`src/rtl/motor_pos_ctrl.sv`:
```
// Closed-loop position controller: drives a PWM-gated motor toward a captured target, then settles.
// Latency: target accepted on the transfer edge, MOVE from the next cycle; outputs registered (1-cycle lag on decisions).
// Backpressure: tgt_ready is high only in IDLE without abort; requests outside IDLE are ignored, not queued.
//
// Ports:
//   clk, resetn       - rising-edge clock, asynchronous active-low reset
//   count[31:0]       - encoder position (two's complement), synchronous to clk
//   tgt[31:0]         - requested target; tgt_valid/tgt_ready handshake
//   abort             - cancels a move or settle, returns to IDLE next cycle
//   duty[PWM_BITS-1:0]- drive strength, sampled live each cycle
//   pwm, dir          - motor enable (PWM-modulated) and direction (1 = toward larger count)
//   busy, done, stall - not-IDLE flag, completion pulse, stall-abort pulse
//
// Optional build macro STALL_DETECT_EN: enables stall detection (count frozen for
// STALL_CYCLES consecutive cycles in MOVE). Without it the stall output is held 0.

module motor_pos_ctrl #(
    parameter int DEADBAND      = 4,
    parameter int PWM_BITS      = 8,
    parameter int SETTLE_CYCLES = 1000,
    parameter int STALL_CYCLES  = 1000000
) (
    input  logic                clk,
    input  logic                resetn,
    input  logic [31:0]         count,
    input  logic [31:0]         tgt,
    input  logic                tgt_valid,
    output logic                tgt_ready,
    input  logic                abort,
    input  logic [PWM_BITS-1:0] duty,
    output logic                pwm,
    output logic                dir,
    output logic                busy,
    output logic                done,
    output logic                stall
);

    typedef enum logic [1:0] {
        IDLE   = 2'd0,
        MOVE   = 2'd1,
        SETTLE = 2'd2
    } state_t;

    // Settle counter only needs to reach SETTLE_CYCLES-1; the completing cycle is
    // detected by comparison rather than by counting one past it.
    localparam int SETTLE_W = (SETTLE_CYCLES > 1) ? $clog2(SETTLE_CYCLES) : 1;
    localparam logic [SETTLE_W-1:0] SETTLE_LAST = SETTLE_W'(SETTLE_CYCLES - 1);

    state_t                state;
    logic [31:0]           target;
    logic [PWM_BITS-1:0]   pwm_cnt;
    logic [SETTLE_W-1:0]   settle_cnt;

    logic [31:0]           err;
    logic [31:0]           abs_err;
    logic                  in_band;
    logic                  stall_hit;

    // Subtraction modulo 2^32 keeps the error correct across the count wrap point.
    assign err = target - count;

    // Magnitude of the signed error; -2^31 has no positive counterpart, so clamp it.
    always_comb begin
        abs_err = err;
        if (err[31]) begin
            if (err == 32'h8000_0000) begin
                abs_err = 32'h7FFF_FFFF;
            end else begin
                abs_err = ~err + 32'd1;
            end
        end
    end

    assign in_band   = (abs_err <= 32'(DEADBAND));
    assign tgt_ready = (state == IDLE) && !abort;

`ifdef STALL_DETECT_EN
    localparam int STALL_W = (STALL_CYCLES > 1) ? $clog2(STALL_CYCLES) : 1;
    localparam logic [STALL_W-1:0] STALL_LAST = STALL_W'(STALL_CYCLES - 1);

    logic [STALL_W-1:0] stall_cnt;
    logic [31:0]        last_count;
    logic               count_same;

    assign count_same = (count == last_count);
    // stall_cnt counts earlier unchanged cycles; this cycle being unchanged too
    // makes STALL_CYCLES in a row.
    assign stall_hit  = count_same && (stall_cnt == STALL_LAST);

    always_ff @(posedge clk or negedge resetn) begin
        if (!resetn) begin
            stall_cnt  <= '0;
            last_count <= '0;
        end else begin
            last_count <= count;
            // Only an uninterrupted out-of-band MOVE cycle with a frozen count
            // advances the counter; anything else restarts it.
            if (state == MOVE && !abort && !in_band && count_same) begin
                stall_cnt <= stall_cnt + STALL_W'(1);
            end else begin
                stall_cnt <= '0;
            end
        end
    end
`else
    assign stall_hit = 1'b0;
    logic unused_stall_cycles;
    assign unused_stall_cycles = (STALL_CYCLES < 1);
`endif

    always_ff @(posedge clk or negedge resetn) begin
        if (!resetn) begin
            state      <= IDLE;
            target     <= '0;
            pwm_cnt    <= '0;
            settle_cnt <= '0;
            pwm        <= 1'b0;
            dir        <= 1'b0;
            busy       <= 1'b0;
            done       <= 1'b0;
            stall      <= 1'b0;
        end else begin
            pwm_cnt <= pwm_cnt + PWM_BITS'(1);
            // Pulses and drive default low; only an active MOVE cycle re-enables pwm.
            pwm     <= 1'b0;
            done    <= 1'b0;
            stall   <= 1'b0;

            case (state)
                IDLE: begin
                    if (tgt_valid && !abort) begin
                        target     <= tgt;
                        state      <= MOVE;
                        busy       <= 1'b1;
                        settle_cnt <= '0;
                    end
                end

                MOVE: begin
                    if (abort) begin
                        state <= IDLE;
                        busy  <= 1'b0;
                    end else if (in_band) begin
                        state      <= SETTLE;
                        settle_cnt <= '0;
                    end else if (stall_hit) begin
                        state <= IDLE;
                        busy  <= 1'b0;
                        stall <= 1'b1;
                    end else begin
                        // Out of band means err is non-zero, so the sign bit alone
                        // decides direction.
                        dir <= ~err[31];
                        pwm <= (pwm_cnt < duty);
                    end
                end

                SETTLE: begin
                    if (abort) begin
                        state <= IDLE;
                        busy  <= 1'b0;
                    end else if (!in_band) begin
                        state      <= MOVE;
                        settle_cnt <= '0;
                    end else if (settle_cnt == SETTLE_LAST) begin
                        state      <= IDLE;
                        busy       <= 1'b0;
                        done       <= 1'b1;
                        settle_cnt <= '0;
                    end else begin
                        settle_cnt <= settle_cnt + SETTLE_W'(1);
                    end
                end

                default: begin
                    state <= IDLE;
                    busy  <= 1'b0;
                end
            endcase
        end
    end

endmodule

```
`config.mk`:
```
export PLATFORM = sky130hd
export DESIGN_NAME = motor_pos_ctrl
export DESIGN_NICKNAME = d
export VERILOG_FILES = /design/src/rtl/motor_pos_ctrl.sv
export SDC_FILE = /design/constraint.sdc
export NUM_CORES = 1
export LEC_CHECK = 0
export ABC_AREA = 1
export CORE_MARGIN = 3
export CORE_UTILIZATION = 48
export CTS_BUF_LIST = sky130_fd_sc_hd__clkbuf_4 sky130_fd_sc_hd__clkbuf_8 sky130_fd_sc_hd__clkbuf_16
export DETAILED_ROUTE_END_ITERATION = 16
export GPL_TIMING_DRIVEN = 0
export PLACE_DENSITY = 0.72
export SLEW_MARGIN = 20
export SYNTH_ARGS = -nofsm -noshare
export SYNTH_HDL_FRONTEND = slang
export SYNTH_SLANG_ARGS = --single-unit
```
`constraint.sdc`:
```
create_clock -name clk -period 7.25 [get_ports clk]
set_input_delay 1.8125 -clock clk [delete_from_list [all_inputs] [get_ports clk]]
set_output_delay 1.8125 -clock clk [all_outputs]
set_load 0.03 [all_outputs]
```
==> impl_metrics.env <==
export IMPL_grt_pass1_wl_um=29370
export IMPL_synth_edf_count=0
export IMPL_routed_via_count=7078
export IMPL_worst_pin_slew_ns=0.7113
export IMPL_vias_per_cell=4.926
export IMPL_hp_class="reg -> reg"
export IMPL_die_area_um2=15840
export IMPL_min_from="pwm_cnt[0]"
export IMPL_cts_root_buf="clkbuf_16"
export IMPL_die_y_um=125.9
export IMPL_grt_max_degree=32
export IMPL_cp_arrival_ns=5.75
export IMPL_ys_warn_count=0
export IMPL_final_nets=1374
export IMPL_core_area_um2=13990
export IMPL_crit_path_start_kind="primary input"
export IMPL_irDropWorstVdd_mv=0.1691
export IMPL_drc_errors=0
export IMPL_rsz0062_at_grt="no"
export IMPL_antenna_cells=0
export IMPL_power_total_uw=3438
export IMPL_fin_crit_sh=0.7591
export IMPL_avgSynthCellArea_um2=5.904
export IMPL_antenna_found_initial=0
export IMPL_leakage_uw=0.004496
export IMPL_insertion_delay_ns=0.31
export IMPL_status="finished, final reports clean"
export IMPL_synth_area_um2=6895
export IMPL_synth_most_common_cell="nand2_1"
export IMPL_rows=43
export IMPL_cts_sinks=56
export IMPL_timing_rr_start="target[0]"
export IMPL_drtIter0Drc=419
export IMPL_synthArstFlopShare=1.000
export IMPL_crit_family="simple AND/OR/NAND/NOR gates"
export IMPL_fillCellCount=1432
export IMPL_synth_cell_types=40
export IMPL_io_pins=82
export IMPL_cp_slowest_cell="clkdlybuf4s50_1"
export IMPL_syn_instance_count=1168
export IMPL_htree_levels=2
export IMPL_drv_cap=0
export IMPL_cts_max_path_buffers=2
export IMPL_route_final_wire_length_um=17210
export IMPL_io_buffers=80
export IMPL_synthFlopType="dfrtp_1"
export IMPL_skew_ns=0.008537
export IMPL_ctsResizeCount=0
export IMPL_synth_nets=1286
export IMPL_cp_startpoint="count[0]"
export IMPL_gp_congestion=0.8848
export IMPL_track_usage=0.2217
export IMPL_syn2layout_area_growth_pct=17.26
export IMPL_yosysSeqAreaShare=0.2032
export IMPL_routedWlPerCell_um=11.98
export IMPL_crit_type="in -> reg"
export IMPL_initial_core_util=0.4929
export IMPL_synth_top_area_frac=0.2314
export IMPL_ys_ff_latch=56
export IMPL_hold_viol=0
export IMPL_synth_common_cells="nand2_1 (425), inv_1 (207), nor2_1 (117)"
export IMPL_cpPeakStageDelay_ns=0.46
export IMPL_ant_nets=0
export IMPL_cts_setup_buffers=0
export IMPL_layout_drive_gt1_share=0.09944
export IMPL_crit_top_cell="nand2_1"
export IMPL_drv_slew=0
export IMPL_cts_tree="built"
export IMPL_synth_top_area_cell="nand2_1"
export IMPL_power_density_nw_per_um2=425.2
export IMPL_tns_ns=0
export IMPL_synthTopCellsByArea="nand2_1 (23%), dfrtp_1 (20%), inv_1 (11%), ha_1 (7.4%), nand3_1 (7.0%)"
export IMPL_crit_buf_inv=3
export IMPL_cp_end_kind="register"
export IMPL_cp_required_ns=7.50
export IMPL_cp_max_fo=5
export IMPL_finalSetupViolCount=0
export IMPL_min_period_ns=5.503
export IMPL_max_freq_mhz=181.7
export IMPL_cts_buffers=5
export IMPL_ctsHoldBuffers=0
export IMPL_slew_headroom=0.5258
export IMPL_path_clk_slew_ns=0.07
export IMPL_first_global_vias=6554
export IMPL_grt_ovfl_total=0
export IMPL_hpwl_um=14800
export IMPL_fp_dieW_um=125.9
export IMPL_drtPass1Iterations=5
-- area by class of cell --
class	instances	area (um^2)	area share
well taps	180	225.2	0.02786
plain buffers	9	58.81	0.007273
clock inverters	3	21.27	0.002631
flip-flops and latches	56	1401	0.1733
repair buffers	81	818.3	0.1012
inverters	225	844.6	0.1045
multi-input cells	878	4591	0.5678
clock buffers	5	125.1	0.01548
-- flip-flops by register name, indices dropped and copies added (netlist names) --
signal / count
state: 2
pwm_cnt: 8
done: 1
busy: 1
target: 32
dir: 1
pwm: 1
settle_cnt: 10
-- path summary, 6_finish.rpt --
check	end	slack, ns	depth (start not counted)
max	settle_cnt[0]	1.75	27
min	pwm_cnt[0]	0.46	1
max reg2reg	settle_cnt[0]	3.27	27
min reg2reg	pwm_cnt[0]	0.46	1
max in group asynchronous	target[29]	5.36	2
min in group asynchronous	target[0]	1.40	1
-- cell usage in the layout (no fill, tap or decap), types with 16 or more instances in the layout --
| master | count |
|---|---|
| inv_1 | 207 |
| nor2_1 | 117 |
| nand2_1 | 425 |
| a21oi_1 | 29 |
| nand3_1 | 96 |
| inv_2 | 17 |
| mux2_2 | 31 |
| clkdlybuf4s50_1 | 79 |
| dfrtp_1 | 56 |
| ha_1 | 41 |
| nand2_2 | 17 |
| nand4_1 | 16 |
-- where the power goes --
part           switching, uW  leakage, uW  internal (uW)
Combinational           1790      0.00373            921
Clock                    125    0.0000702            129
Sequential              58.8     0.000693            413
-- metrics by stage --
stage / cell area, um^2 / instances / util / hold WS (ns) / setup WS [ns]
after CTS: 8085 / 1437 / 0.5780 / 0.4674 / 1.819
after global routing: 8085 / 1437 / 0.5780 / 0.5015 / 1.331
after global placement: 7921 / 1428 / 0.5663 / 0.4547 / 1.587
final: 8085 / 1437 / 0.5780 / 0.4615 / 1.747
after detailed placement: 7939 / 1429 / 0.5675 / 0.4568 / 1.516
after floorplan: 6895 / 1168 / - / 0.4352 / 2.525
-- routing by layer --
layer  part of all wire  GRT usage  vias to the layer above  wire [um]
met1               0.49     0.3082                     3130       8498
met4              0.016    0.05741                        0        278
met2               0.45     0.3672                      148       7772
met3              0.038    0.02714                       22        660
met5                  0          0                        -          0
li1                   -          -                     3778          -
-- logic make-up (layout without fill, tap and decap cells) --
family	after synthesis	in the layout	synth area share
AO/OA/AOI/OAI	57	57	0.04917
buffers and inverters	234	323	0.1310
multiplexers	31	31	0.05063
flip-flops	56	56	0.2032
AND/OR/NAND/NOR	733	733	0.4703
other	1	1	0.0005438
XOR/XNOR	14	14	0.01778
adder cells (fa/ha/maj)	42	42	0.07730
No activity file was read; power rests on OpenSTA's default activity.
